[config.mk]
export PLATFORM = sky130hd
export DESIGN_NAME = seg_scan_decoder_flat
export DESIGN_NICKNAME = d
export VERILOG_FILES = /design/src/rtl/seg_scan_decoder_if.sv /design/src/rtl/seg_scan_decoder.sv /design/src/flat_wrapper.sv
export SDC_FILE = /design/constraint.sdc
export NUM_CORES = 1
export LEC_CHECK = 0
export ABC_CLOCK_PERIOD_IN_PS = 3700
export BUFFER_PORTS_ARGS = -buffer_cell sky130_fd_sc_hd__buf_2
export CORE_UTILIZATION = 55
export CTS_CLUSTER_SIZE = 25
export DETAILED_ROUTE_END_ITERATION = 8
export GPL_TIMING_DRIVEN = 0
export PLACE_DENSITY = 0.9
export SYNTH_ARGS = -nofsm -noshare
export SYNTH_HDL_FRONTEND = slang
export SYNTH_SLANG_ARGS = --single-unit
[constraint.sdc]
create_clock -name clk -period 3.7 [get_ports clk]
set_clock_uncertainty 0.1 [all_clocks]
set_input_delay 0.37 -clock clk [delete_from_list [all_inputs] [get_ports clk]]
set_output_delay 0.37 -clock clk [all_outputs]
set_load 0.02 [all_outputs]
[src/rtl/seg_scan_decoder_if.sv]
// Seven-segment scan bus plus decoded display state, shared by the decoder and its driver.
// SEG_SCAN_DECODER_ERRCNT_EN adds the err_count field.
interface seg_scan_decoder_if;
    logic [7:0]  seg_bus;
    logic [7:0]  dig_sel;
    logic [31:0] digits;
    logic [7:0]  dps;
    logic [7:0]  blanks;
    logic [7:0]  dig_valid;
    logic [7:0]  err_mask;
    logic        frame_done;
`ifdef SEG_SCAN_DECODER_ERRCNT_EN
    logic [7:0]  err_count;
`endif

    modport master (
        output seg_bus, dig_sel,
        input  digits, dps, blanks, dig_valid, err_mask, frame_done
`ifdef SEG_SCAN_DECODER_ERRCNT_EN
        , input err_count
`endif
    );

    modport slave (
        input  seg_bus, dig_sel,
        output digits, dps, blanks, dig_valid, err_mask, frame_done
`ifdef SEG_SCAN_DECODER_ERRCNT_EN
        , output err_count
`endif
    );
endinterface

[src/rtl/seg_scan_decoder.sv]
// Recovers per-digit hex value, dp and blank state from a multiplexed active-low 7-seg scan bus.
// Optional SEG_SCAN_DECODER_ERRCNT_EN adds a saturating count of unrecognised-pattern captures.
module seg_scan_decoder #(
    parameter int STABLE_CYCLES = 4,
    parameter int CNT_W         = 8
) (
    input  logic               clk,
    input  logic               rst,
    seg_scan_decoder_if.slave  bus
);

    localparam logic [CNT_W-1:0] STABLE_C = CNT_W'(STABLE_CYCLES);
    localparam logic [CNT_W-1:0] CNT_ONE  = CNT_W'(1);

    function automatic logic is_onehot(input logic [7:0] v);
        return (v != 8'h00) && ((v & (v - 8'h01)) == 8'h00);
    endfunction

    // {recognised, value}; bits are segments a..g, active low
    function automatic logic [4:0] decode7(input logic [6:0] p);
        logic [4:0] r;
        case (p)
            7'b0000001: r = {1'b1, 4'h0};
            7'b1001111: r = {1'b1, 4'h1};
            7'b0010010: r = {1'b1, 4'h2};
            7'b0000110: r = {1'b1, 4'h3};
            7'b1001100: r = {1'b1, 4'h4};
            7'b0100100: r = {1'b1, 4'h5};
            7'b0100000: r = {1'b1, 4'h6};
            7'b0001111: r = {1'b1, 4'h7};
            7'b0000000: r = {1'b1, 4'h8};
            7'b0000100: r = {1'b1, 4'h9};
            7'b0001000: r = {1'b1, 4'hA};
            7'b1100000: r = {1'b1, 4'hB};
            7'b0110001: r = {1'b1, 4'hC};
            7'b1000010: r = {1'b1, 4'hD};
            7'b0110000: r = {1'b1, 4'hE};
            7'b0111000: r = {1'b1, 4'hF};
            default:    r = 5'b0_0000;
        endcase
        return r;
    endfunction

    logic [7:0]       seg_q, sel_q;
    logic [CNT_W-1:0] cnt_q, cnt_d;
    logic             done_q, done_d;
    logic [7:0]       mask_q, mask_d;
    logic [31:0]      digits_q, digits_d;
    logic [7:0]       dps_q, dps_d;
    logic [7:0]       blanks_q, blanks_d;
    logic [7:0]       valid_q, valid_d;
    logic [7:0]       err_q, err_d;
    logic             fd_q, fd_d;

    logic             same, in_onehot, capture, cap_err;
    logic [2:0]       idx;
    logic [4:0]       dec;
    logic [7:0]       mask_set;

    // The counter tracks the run length of the registered sample; the incoming pair is
    // compared against it so that a capture lands exactly STABLE_CYCLES edges after arrival.
    always_comb begin
        same      = (bus.seg_bus == seg_q) && (bus.dig_sel == sel_q);
        in_onehot = is_onehot(bus.dig_sel);
        capture   = (cnt_q == STABLE_C) && !done_q;

        if (same && in_onehot)
            cnt_d = (cnt_q == STABLE_C) ? cnt_q : cnt_q + CNT_ONE;
        else
            cnt_d = in_onehot ? CNT_ONE : '0;

        done_d = same ? (done_q | capture) : 1'b0;

        idx = '0;
        for (int i = 0; i < 8; i++)
            if (sel_q[i]) idx = 3'(i);

        dec      = decode7(seg_q[7:1]);
        cap_err  = 1'b0;
        mask_set = mask_q | sel_q;

        digits_d = digits_q;
        dps_d    = dps_q;
        blanks_d = blanks_q;
        valid_d  = valid_q;
        err_d    = err_q;
        mask_d   = mask_q;
        fd_d     = 1'b0;

        if (capture) begin
            if (seg_q[7:1] == 7'b1111111) begin
                blanks_d[idx] = 1'b1;
                err_d[idx]    = 1'b0;
            end else if (dec[4]) begin
                digits_d[{idx, 2'b00} +: 4] = dec[3:0];
                blanks_d[idx] = 1'b0;
                err_d[idx]    = 1'b0;
            end else begin
                blanks_d[idx] = 1'b0;
                err_d[idx]    = 1'b1;
                cap_err       = 1'b1;
            end
            dps_d[idx]   = ~seg_q[0];
            valid_d[idx] = 1'b1;
            if (&mask_set) begin
                fd_d   = 1'b1;
                mask_d = '0;
            end else begin
                mask_d = mask_set;
            end
        end
    end

    always_ff @(posedge clk or negedge rst) begin
        if (!rst) begin
            seg_q    <= '0;
            sel_q    <= '0;
            cnt_q    <= '0;
            done_q   <= 1'b0;
            mask_q   <= '0;
            digits_q <= '0;
            dps_q    <= '0;
            blanks_q <= '0;
            valid_q  <= '0;
            err_q    <= '0;
            fd_q     <= 1'b0;
        end else begin
            seg_q    <= bus.seg_bus;
            sel_q    <= bus.dig_sel;
            cnt_q    <= cnt_d;
            done_q   <= done_d;
            mask_q   <= mask_d;
            digits_q <= digits_d;
            dps_q    <= dps_d;
            blanks_q <= blanks_d;
            valid_q  <= valid_d;
            err_q    <= err_d;
            fd_q     <= fd_d;
        end
    end

    assign bus.digits     = digits_q;
    assign bus.dps        = dps_q;
    assign bus.blanks     = blanks_q;
    assign bus.dig_valid  = valid_q;
    assign bus.err_mask   = err_q;
    assign bus.frame_done = fd_q;

`ifdef SEG_SCAN_DECODER_ERRCNT_EN
    logic [7:0] errcnt_q, errcnt_d;

    always_comb begin
        errcnt_d = errcnt_q;
        if (cap_err && (errcnt_q != 8'hFF))
            errcnt_d = errcnt_q + 8'h01;
    end

    always_ff @(posedge clk or negedge rst) begin
        if (!rst) errcnt_q <= '0;
        else      errcnt_q <= errcnt_d;
    end

    assign bus.err_count = errcnt_q;
`else
    logic unused_cap_err;
    assign unused_cap_err = cap_err;
`endif

endmodule
[src/flat_wrapper.sv]
// flat-port wrapper written by rule: the top's interface ports become plain ports
module seg_scan_decoder_flat 
#(
    parameter int STABLE_CYCLES = 4,
    parameter int CNT_W         = 8
)
  (clk, rst, bus_seg_bus, bus_dig_sel, bus_digits, bus_dps, bus_blanks, bus_dig_valid, bus_err_mask, bus_frame_done);
  seg_scan_decoder_if bus_i ();
  input  logic clk;
  input  logic rst;
  input wire logic [$bits(bus_i.seg_bus)-1:0] bus_seg_bus;
  input wire logic [$bits(bus_i.dig_sel)-1:0] bus_dig_sel;
  output wire logic [$bits(bus_i.digits)-1:0] bus_digits;
  output wire logic [$bits(bus_i.dps)-1:0] bus_dps;
  output wire logic [$bits(bus_i.blanks)-1:0] bus_blanks;
  output wire logic [$bits(bus_i.dig_valid)-1:0] bus_dig_valid;
  output wire logic [$bits(bus_i.err_mask)-1:0] bus_err_mask;
  output wire logic [$bits(bus_i.frame_done)-1:0] bus_frame_done;
  assign bus_i.seg_bus = bus_seg_bus;
  assign bus_i.dig_sel = bus_dig_sel;
  assign bus_digits = bus_i.digits;
  assign bus_dps = bus_i.dps;
  assign bus_blanks = bus_i.blanks;
  assign bus_dig_valid = bus_i.dig_valid;
  assign bus_err_mask = bus_i.err_mask;
  assign bus_frame_done = bus_i.frame_done;
  seg_scan_decoder #(.STABLE_CYCLES(STABLE_CYCLES), .CNT_W(CNT_W)) u_core (.clk(clk), .rst(rst), .bus(bus_i));
endmodule
==> results.md, run 1 <==
- Post-route worst setup slack: 0.551 ns
- Synth-to-Final Area Change: 16.4%
- Starting density of the core: 57.6%
- RSZ-0062 raised after global routing: no
- Die H: 92.6 um
- Wirelength per Cell: 17.0 um
- Postcts setup bufs: 0
- Hold path start: bus_seg_bus[6]
- GP Congestion: 0.960
- CP max FO: 9
- Fin nets: 533
- Clock latency on the worst-skew pair: 0.36 ns
- Area after DPL: 5090 sq um
- Number of buffers and inverters on the critical path: 2
- Top Ports: 83
- Synthesized area: 4520 sq um
- Slew of the pin with the lowest slew margin: 1.05 ns
- Clk root buf: clkbuf_8
- Startpoint class of the critical path: flip-flop
- Post-Syn Instances: 412
- Die W: 92.6 um
- MaxCap Viol Count: 0
- Row Count: 32
- Final setup viols: 0
- Ant diodes: 0
- Slew Viols, Final: 0
- Leak: 2.56 nW
- DR vias/cell: 5.90
- Type of the tightest min-delay check: input pin to flip-flop
- Status: finished, final reports clean
- Total global routing overflow: 0
- Mapped Avg Cell Area: 11.0 sq um
- Critical Path Stages: 10
- Final hold vios: 0
- Fin crit share: 85.1%
- Finished Cell Area: 5260 sq um
- Seq/Total Area, Yosys: 54.3%
- CP max-delay cell: nor4_4
- CTS buffer count: 9
- FFs w/ async S/R, synth: 100%
- TritonCTS clock tree: built
- Total Power: 1.85 mW
- PD cells: 352 nW/um^2
- Share of cells above drive strength 1: 25.4%
- Count of cell types in the netlist: 55
- Seq cells post-synth: 98
- Residual DRC count: 0
- Crit path kind: flip-flop to flip-flop
- Top_reg_cell synth: dfrtp_1
- RR Startpoint: u_core.sel_q[7]
- Worst-path cell chain: clkbuf_1 > nor2_1 > o31ai_1 > inv_1 > ha_1 > ha_1 > nor4_4 > nand4_2 > nand2b_4 > mux2i_1
- Slew headroom: 29.2%
- Initial DRC count: 269
- H-tree levels: 3
- Critical Path Most Common Cell: ha_1
- DRT Wirelength: 10400 um
- Setup tns final: 0 ns
- Critical Path RT: 3.79 ns
- Via count: 3621
- Critical register-to-register path endpoint: u_core.bus.digits[3]
- Most frequent cells in the layout: 98 x dfrtp_1, 93 x buf_2, 32 x nand2_1
- Post-DP HPWL: 7650 um
- Remaining antenna violation count: 0
- Cell family contributing the most delay on the critical path: simple AND/OR/NAND/NOR gates
- Crit end category: flip-flop
- CTS sink count: 98
- DP Worst Slack: 0.691 ns
- Worst Path Arrival: 3.24 ns
- CORE AREA: 7850 sq um
- Die ar.: 8580 sq um
- CP startpoint: u_core.sel_q[7]
- Syn nets: 438
- # fillers: 632
- Total GRT Usage: 25.9%
- Final core occ: 67.0%
- First-pass GRT wire length: 17100 um
- Slack of the worst reg-to-reg path: 0.55 ns
- Worst VDD drop: 0.000195 V
- Post-synth EDFFs: 0
- Max Freq: 0.318 GHz
- Clock transition at the registers of the reported paths: 0.09 ns
- IO buf count: 82
- Vias in the first global route: 3493
- Most common cell after layout, fill and taps aside: dfrtp_1
- Worst setup path endpoint: u_core.bus.digits[3]
- Clock period minus final worst setup slack: 3.15 ns
- DRT Pass-1 Iters: 5
- Ys Warns: 0
- Max stage delay on crit path: 0.48 ns
- Clk buf depth: 2
- Pin count of the biggest net entering global routing: 51
- Initial antenna violation count: 0
- Reg2reg path depth: 10
[synthesized netlist by cell type, drive strengths merged, types with 2 or more instances]
library cell   n  area share, %
nand2b         8            1.3
o21ai         34            3.8
nand2         32            2.7
nand4b         6            1.2
and2           3           0.42
o21bai         2           0.33
nor2          30            2.5
o2bb2ai       24            4.7
nand4         19            3.4
and3           8            1.1
or2            2           0.28
o31a           2           0.39
nand3          8            1.0
inv           13            1.1
mux2           4            1.0
mux2i          3           0.66
ha             8            2.2
o22ai          6           0.83
clkbuf         3           0.25
nor3           7           0.78
xor2           3           0.58
a21oi         18            2.1
o31ai          3           0.50
buf           15            1.8
dfrtp         98             54
nor4           7            1.6
nor3b          2           0.33
nor2b          4           0.55
and4           2           0.39
xnor2         21            4.1
[power breakdown]
part / switching, mW / internal [mW] / total, mW
Clock: 0.343 / 0.263 / 0.606
Combinational: 0.102 / 0.0534 / 0.155
Sequential: 0.00879 / 1.08 / 1.09
Total: 0.454 / 1.40 / 1.85
[worst min path at each step]
stage                                          to  slack (ns)  cells past startpoint
final                             u_core.seg_q[6]        0.04                      1
after global placement    u_core.bus.dig_valid[1]        0.34                      1
after detailed placement  u_core.bus.dig_valid[7]        0.33                      1
after floorplan                         async pin       -0.03                      0
after global routing              u_core.seg_q[3]        0.02                      1
after CTS                         u_core.seg_q[1]        0.02                      1
[through the flow]
stage               std cells  hold WS, ns
floorplan                 412      -0.0256
global placement          596        0.343
detailed placement        597        0.330
CTS                       614       0.0174
global route              614       0.0244
finish                    614       0.0357
[logic make-up after synthesis]
group / share of synthesized area [%]
adders and majority gates: 2.22
xor gates and xnor gates: 4.65
buffers and inverters: 3.16
AOI/OAI and AO/OA: 14.8
and+or+nand+nor: 19.3
muxes: 1.66
DFF: 54.3
[cell type report]
cell class | instances | area (sq um) | area share (%)
multi-input combinational | 283 | 1920 | 36.6
clock inverter | 2 | 12.5 | 0.238
clock buffer | 14 | 153 | 2.90
sequential | 98 | 2450 | 46.6
timing repair buffer | 84 | 450 | 8.56
tap | 102 | 128 | 2.43
buffer | 18 | 93.8 | 1.78
inverter | 13 | 48.8 | 0.927
[repair_timing]
action	in CTS	in global routing
resized for setup	0	0
endpoints found under the hold margin	49	0
hold buffers	1	0
[metal layers]
metal,GRT usage [%],vias to the layer above,wire [um]
li1,-,1683,-
met1,33.5,1781,4430
met2,43.3,127,5100
met3,4.11,30,582
met4,11.4,0,321
met5,0,-,0
(Power assumes the default switching activity.)
==> run 2, diff against run 1 <==
--- a/config.mk
+++ b/config.mk
@@ -11,6 +11,7 @@
 export CTS_CLUSTER_SIZE = 25
 export DETAILED_ROUTE_END_ITERATION = 8
 export GPL_TIMING_DRIVEN = 0
+export HOLD_SLACK_MARGIN = 0.05
 export PLACE_DENSITY = 0.9
 export SYNTH_ARGS = -nofsm -noshare
 export SYNTH_HDL_FRONTEND = slang
==> results.md, run 2 (same netlist as run 1, synthesis figures left out) <==
- Status: finished, final reports clean
- Resized cells post-CTS: 0 (unchanged)
- Ant diodes: 0 (unchanged)
- Startpoint class of the critical path: flip-flop
- CP max FO: 9 (unchanged)
- Remaining antenna violation count: 0 (unchanged)
- Type of the tightest min-delay check: input pin to flip-flop
- Die H: 92.6 um (unchanged)
- Worst VDD drop: 0.000195 V (-0.12%)
- Share of cells above drive strength 1: 25.0% (-0.39 points)
- # fillers: 624 (-1.3%)
- Most common cell after layout, fill and taps aside: dfrtp_1
- DRT Pass-1 Iters: 5 (unchanged)
- IO buf count: 82 (unchanged)
- Top Ports: 83 (unchanged)
- PD cells: 348 nW/um^2 (-0.95%)
- DR vias/cell: 5.87 (-0.41%)
- DP Worst Slack: 0.691 ns (unchanged)
- Starting density of the core: 57.6% (unchanged)
- Most frequent cells in the layout: 98 x dfrtp_1, 93 x buf_2, 32 x nand2_1
- RSZ-0062 raised after global routing: no
- Slew headroom: 29.6% (+0.36 points)
- Synth-to-Final Area Change: 18.2%
- Clock period minus final worst setup slack: 3.12 ns (-0.0265 ns)
- Clk buf depth: 2 (unchanged)
- Total GRT Usage: 26.3% (+0.38 points)
- Slew of the pin with the lowest slew margin: 1.05 ns (-0.00538 ns)
- Row Count: 32 (unchanged)
- Final setup viols: 0 (unchanged)
- Post-route worst setup slack: 0.577 ns (+0.0265 ns)
- Worst Path Arrival: 3.21 ns (-0.03 ns)
- Cells after DPL: 597 (unchanged)
- Initial antenna violation count: 0 (unchanged)
- Initial DRC count: 276 (+2.6%)
- Clock latency on the worst-skew pair: 0.36 ns (about the same)
- Residual DRC count: 0 (unchanged)
- Post-DP HPWL: 7650 um (unchanged)
- Total global routing overflow: 0 (unchanged)
- Crit end category: flip-flop
- Vias in the first global route: 3570 (+2.2%)
- Fin crit share: 84.4% (-0.72 points)
- Area after DPL: 5090 sq um (unchanged)
- H-tree levels: 3 (unchanged)
- Die W: 92.6 um (unchanged)
- CTS buffer count: 9 (unchanged)
- Die ar.: 8580 sq um (unchanged)
- CTS sink count: 98 (unchanged)
- Pin count of the biggest net entering global routing: 51 (unchanged)
- Max Freq: 0.320 GHz (+0.85%)
- Clk root buf: clkbuf_8
- Wirelength per Cell: 17.0 um (+0.10%)
- Slew Viols, Final: 0 (unchanged)
- Fin nets: 541 (+1.5%)
- Leak: 2.59 nW (+1.3%)
- TritonCTS clock tree: built
- Final std cells w/o fill: 622 (+1.3%)
- Critical Path RT: 3.79 ns (about the same)
- Final core occ: 68.1% (+1.0 points)
- Clock transition at the registers of the reported paths: 0.09 ns (about the same)
- First-pass GRT wire length: 17400 um (+1.3%)
- Crit path kind: flip-flop to flip-flop
- Final hold vios: 0 (unchanged)
- MaxCap Viol Count: 0 (unchanged)
- Finished Cell Area: 5340 sq um (+1.5%)
- GP Congestion: 0.960 (unchanged)
- Via count: 3653 (+0.88%)
- DRT Wirelength: 10600 um (+1.4%)
- Setup tns final: 0 ns (unchanged)
- CORE AREA: 7850 sq um (unchanged)
-- run 2: worst paths after layout --
check | startpoint | endpoint | slack [ns] | depth (start not counted)
min reg2reg | u_core.bus.dig_valid[7] | u_core.bus.dig_valid[7] | 0.37 | 1
max | u_core.sel_q[7] | u_core.bus.digits[3] | 0.58 | 10
max reg2reg | u_core.sel_q[7] | u_core.bus.digits[3] | 0.58 | 10
max in group asynchronous | rst | u_core.bus.digits[1] | 2.37 | 3
min in group asynchronous | rst | async pin | 0.48 | 2
min | bus_dig_sel[3] | u_core.sel_q[3] | 0.09 | 1
-- run 2: per-stage QoR --
| step | total power, mW | hold slack, ns |
|---|---|---|
| 6_report | 1.86 | 0.0896 |
| 5_1_grt | 1.92 | 0.0783 |
| 4_1_cts | 1.87 | 0.0713 |
| 3_5_place_dp | 1.26 | 0.330 |
| 3_3_place_gp | 1.25 | 0.343 |
| 2_1_floorplan | 1.20 | -0.0256 |
-- run 2: routing by layer --
metal	up-vias	wire length (um)	track usage (%)
met5	-	0	0
met2	146	5220	44.4
met1	1778	4490	33.7
met3	30	544	3.94
li1	1699	-	-
met4	0	330	11.4
-- run 2: where the power goes --
group          switching (mW)  total, mW  internal, mW  leakage, nW
logic                   0.103      0.162        0.0589         1.18
registers             0.00864       1.09          1.08         1.33
clock network           0.346      0.610         0.263       0.0807
-- run 2: worst max-delay path, stage by stage (launching register included) --
cell	delay, ns
dfrtp_1	0.34
clkbuf_1	0.40
nor2_1	0.14
o31ai_1	0.18
inv_1	0.18
ha_1	0.22
ha_1	0.31
nor4_4	0.47
nand4_2	0.25
nand2b_4	0.22
mux2i_1	0.13
-- run 2: timing repair --
| item | CTS | global route |
|---|---|---|
| hold endpoints to repair | 57 | 0 |
| hold buffers | 9 | 0 |
| buffers inserted | 0 | 0 |
| endpoints found under the setup margin | 0 | 0 |
-- run 2: area by class of cell --
| cell class | instances | area, sq um | share of cell area, % |
|---|---|---|---|
| Clock inverter | 2 | 12.5 | 0.234 |
| Timing Repair Buffer | 92 | 531 | 9.93 |
| Clock buffer | 14 | 153 | 2.86 |
| Buffer | 18 | 93.8 | 1.76 |
| Sequential cell | 98 | 2450 | 45.9 |
| Inverter | 13 | 48.8 | 0.914 |
| Multi-Input combinational cell | 283 | 1920 | 36.0 |
| Tap cell | 102 | 128 | 2.39 |
==> run 3, diff against run 2 <==
--- a/config.mk
+++ b/config.mk
@@ -5,7 +5,7 @@
 export SDC_FILE = /design/constraint.sdc
 export NUM_CORES = 1
 export LEC_CHECK = 0
-export ABC_CLOCK_PERIOD_IN_PS = 3700
+export ABC_CLOCK_PERIOD_IN_PS = 2900
 export BUFFER_PORTS_ARGS = -buffer_cell sky130_fd_sc_hd__buf_2
 export CORE_UTILIZATION = 55
 export CTS_CLUSTER_SIZE = 25
==> constraint.sdc (replaced) <==
create_clock -name clk -period 2.9 [get_ports clk]
set_clock_uncertainty 0.1 [all_clocks]
set_input_delay 0.29 -clock clk [delete_from_list [all_inputs] [get_ports clk]]
set_output_delay 0.29 -clock clk [all_outputs]
set_load 0.02 [all_outputs]
==> results.md, run 3 (same netlist as run 1, synthesis figures left out) <==
- Critical Path RT: 3.01 ns (-0.78 ns)
- M1 GR Usage: 34.0% (+0.28 points)
- # fillers: 612 (-1.9%)
- M3 GR Usage: 3.94% (unchanged)
- DRT Pass-1 Iters: 6 (+1)
- Max stage delay on crit path: 0.47 ns (about the same)
- Die ar.: 8580 sq um (unchanged)
- Cells after DPL: 597 (unchanged)
- Most frequent cells in the layout: 98 x dfrtp_1, 93 x buf_2, 32 x nand2_1
- RR Startpoint: u_core.sel_q[3]
- CTS sink count: 98 (unchanged)
- Type of the tightest min-delay check: flip-flop to flip-flop
- Clock transition at the registers of the reported paths: 0.08 ns (about the same)
- Crit end category: flip-flop
- Total Power: 2.38 mW (+28%)
- Die H: 92.6 um (unchanged)
- Clk root buf: clkbuf_8
- Final core occ: 69.3% (+1.2 points)
- Final hold vios: 0 (unchanged)
- Total GRT Usage: 26.7% (+0.39 points)
- Vias in the first global route: 3631 (+1.7%)
- Fin nets: 550 (+1.7%)
- Row Count: 32 (unchanged)
- H-tree levels: 3 (unchanged)
- Clk buf depth: 2 (unchanged)
- CP max-delay cell: dfrtp_1
- Worst hold slack: 0.368 ns (+0.278 ns)
- Slack of the worst reg-to-reg path: 0.17 ns (-0.41 ns)
- Slew headroom: 27.8% (-1.8 points)
- Clock period minus final worst setup slack: 2.73 ns (-0.392 ns)
- Gr busiest metal: met2
- DP Worst Slack: -0.109 ns (-0.800 ns)
- Most common cell after layout, fill and taps aside: dfrtp_1
- IO buf count: 82 (unchanged)
- Post-route worst setup slack: 0.169 ns (-0.408 ns)
- Fin crit share: 94.2% (+9.8 points)
- RSZ-0062 raised after global routing: no
- Residual DRC count: 0 (unchanged)
- Slew Viols, Final: 0 (unchanged)
- Ant diodes: 0 (unchanged)
- PD cells: 438 nW/um^2 (+26%)
- Final std cells w/o fill: 631 (+1.4%)
- Slew of the pin with the lowest slew margin: 1.07 ns (+0.0263 ns)
- DR vias/cell: 5.89 (+0.35%)
- Via count: 3719 (+1.8%)
- GP Congestion: 0.960 (unchanged)
- First-pass GRT wire length: 17600 um (+1.5%)
- Share of cells above drive strength 1: 25.1% (+0.14 points)
- Final setup viols: 0 (unchanged)
- Critical Path Most Common Cell: ha_1
- Pin count of the biggest net entering global routing: 51 (unchanged)
- Max Freq: 0.366 GHz (+14%)
- Remaining antenna violation count: 0 (unchanged)
- Starting density of the core: 57.6% (unchanged)
- Die W: 92.6 um (unchanged)
- Top Ports: 83 (unchanged)
- Wirelength per Cell: 17.0 um (about the same)
- DRT Wirelength: 10700 um (+1.4%)
- CP startpoint: u_core.sel_q[3]
- Total global routing overflow: 0 (unchanged)
- Worst Path Arrival: 2.84 ns (-0.37 ns)
- Initial antenna violation count: 0 (unchanged)
- Storage element area: 2450 sq um (unchanged)
- CTS buffer count: 9 (unchanged)
- Worst-path cell chain: nor2_1 > o31ai_2 > inv_1 > ha_1 > ha_1 > nor4_4 > buf_4 > nand4_1 > o2bb2ai_1
- Leak: 2.64 nW (+1.6%)
- TritonCTS clock tree: built
- MaxCap Viol Count: 0 (unchanged)
- Synth-to-Final Area Change: 20.4%
- Met2 global-route usage: 45.2% (+0.80 points)
- Post-DP HPWL: 7650 um (unchanged)
- Clock latency on the worst-skew pair: 0.36 ns (about the same)
- Crit path kind: flip-flop to flip-flop
- Initial DRC count: 335 (+21%)
- Startpoint class of the critical path: flip-flop
- Area of the multi-input gates: 1930 sq um (+0.26%)
- Hold path start: u_core.bus.dig_valid[7]
- Worst VDD drop: 0.000248 V (+27%)
- Status: finished, final reports clean
- CP max FO: 6 (-3)
- CORE AREA: 7850 sq um (unchanged)
run 3: critical path, delay by kind of cell (launching register included):
family	cells	cell delay [ns]
AO/OA/AOI/OAI	2	0.54
adder cells (fa/ha/maj)	2	0.52
buffers and inverters	2	0.35
flip-flops	1	0.47
AND/OR/NAND/NOR	3	0.61
run 3: area by class of cell:
class,instances,share of cell area (%)
Timing Repair Buffer,102,11.5
Buffer,17,1.66
Inverter,13,0.897
Clock inverter,2,0.230
Sequential cell,98,45.1
Tap cell,102,2.35
Clock buffer,14,2.81
Multi-Input combinational cell,283,35.5
run 3: final timing paths:
check | to | cells past startpoint
worst min register to register | u_core.bus.dig_valid[7] | 1
max in group asynchronous | u_core.bus.digits[8] | 3
worst max register to register | u_core.bus.digits[31] | 9
worst min-delay path | u_core.bus.dig_valid[7] | 1
worst max-delay path | u_core.bus.digits[31] | 9
min in group asynchronous | async pin | 2
run 3: metal layers:
| metal | share of wire [%] | wire (um) |
|---|---|---|
| met5 | 0 | 0 |
| met2 | 50 | 5360 |
| met3 | 4.4 | 475 |
| met4 | 3.2 | 342 |
| met1 | 42 | 4550 |
run 3: power breakdown:
| part | total (mW) | leakage, nW | internal [mW] | switching, mW |
|---|---|---|---|---|
| clock network | 0.775 | 0.0807 | 0.336 | 0.439 |
| registers | 1.39 | 1.33 | 1.38 | 0.0134 |
| logic | 0.215 | 1.22 | 0.0833 | 0.132 |
| total | 2.38 | 2.64 | 1.80 | 0.584 |
run 3: what timing repair did:
action / 4_1_cts / 5_1_grt
pin swaps: 0 / 1
hold buffers: 17 / 0
gates resized for setup: 1 / 0
setup buffers: 1 / 1
setup endpoints to repair: 5 / 8
hold endpoints to repair: 65 / 0
run 3: through the flow:
stage	TNS, ns	area [sq um]
2_1_floorplan	0	4520
3_3_place_gp	-0.0263	5060
3_5_place_dp	-0.260	5090
4_1_cts	0	5430
5_1_grt	0	5440
6_report	0	5440
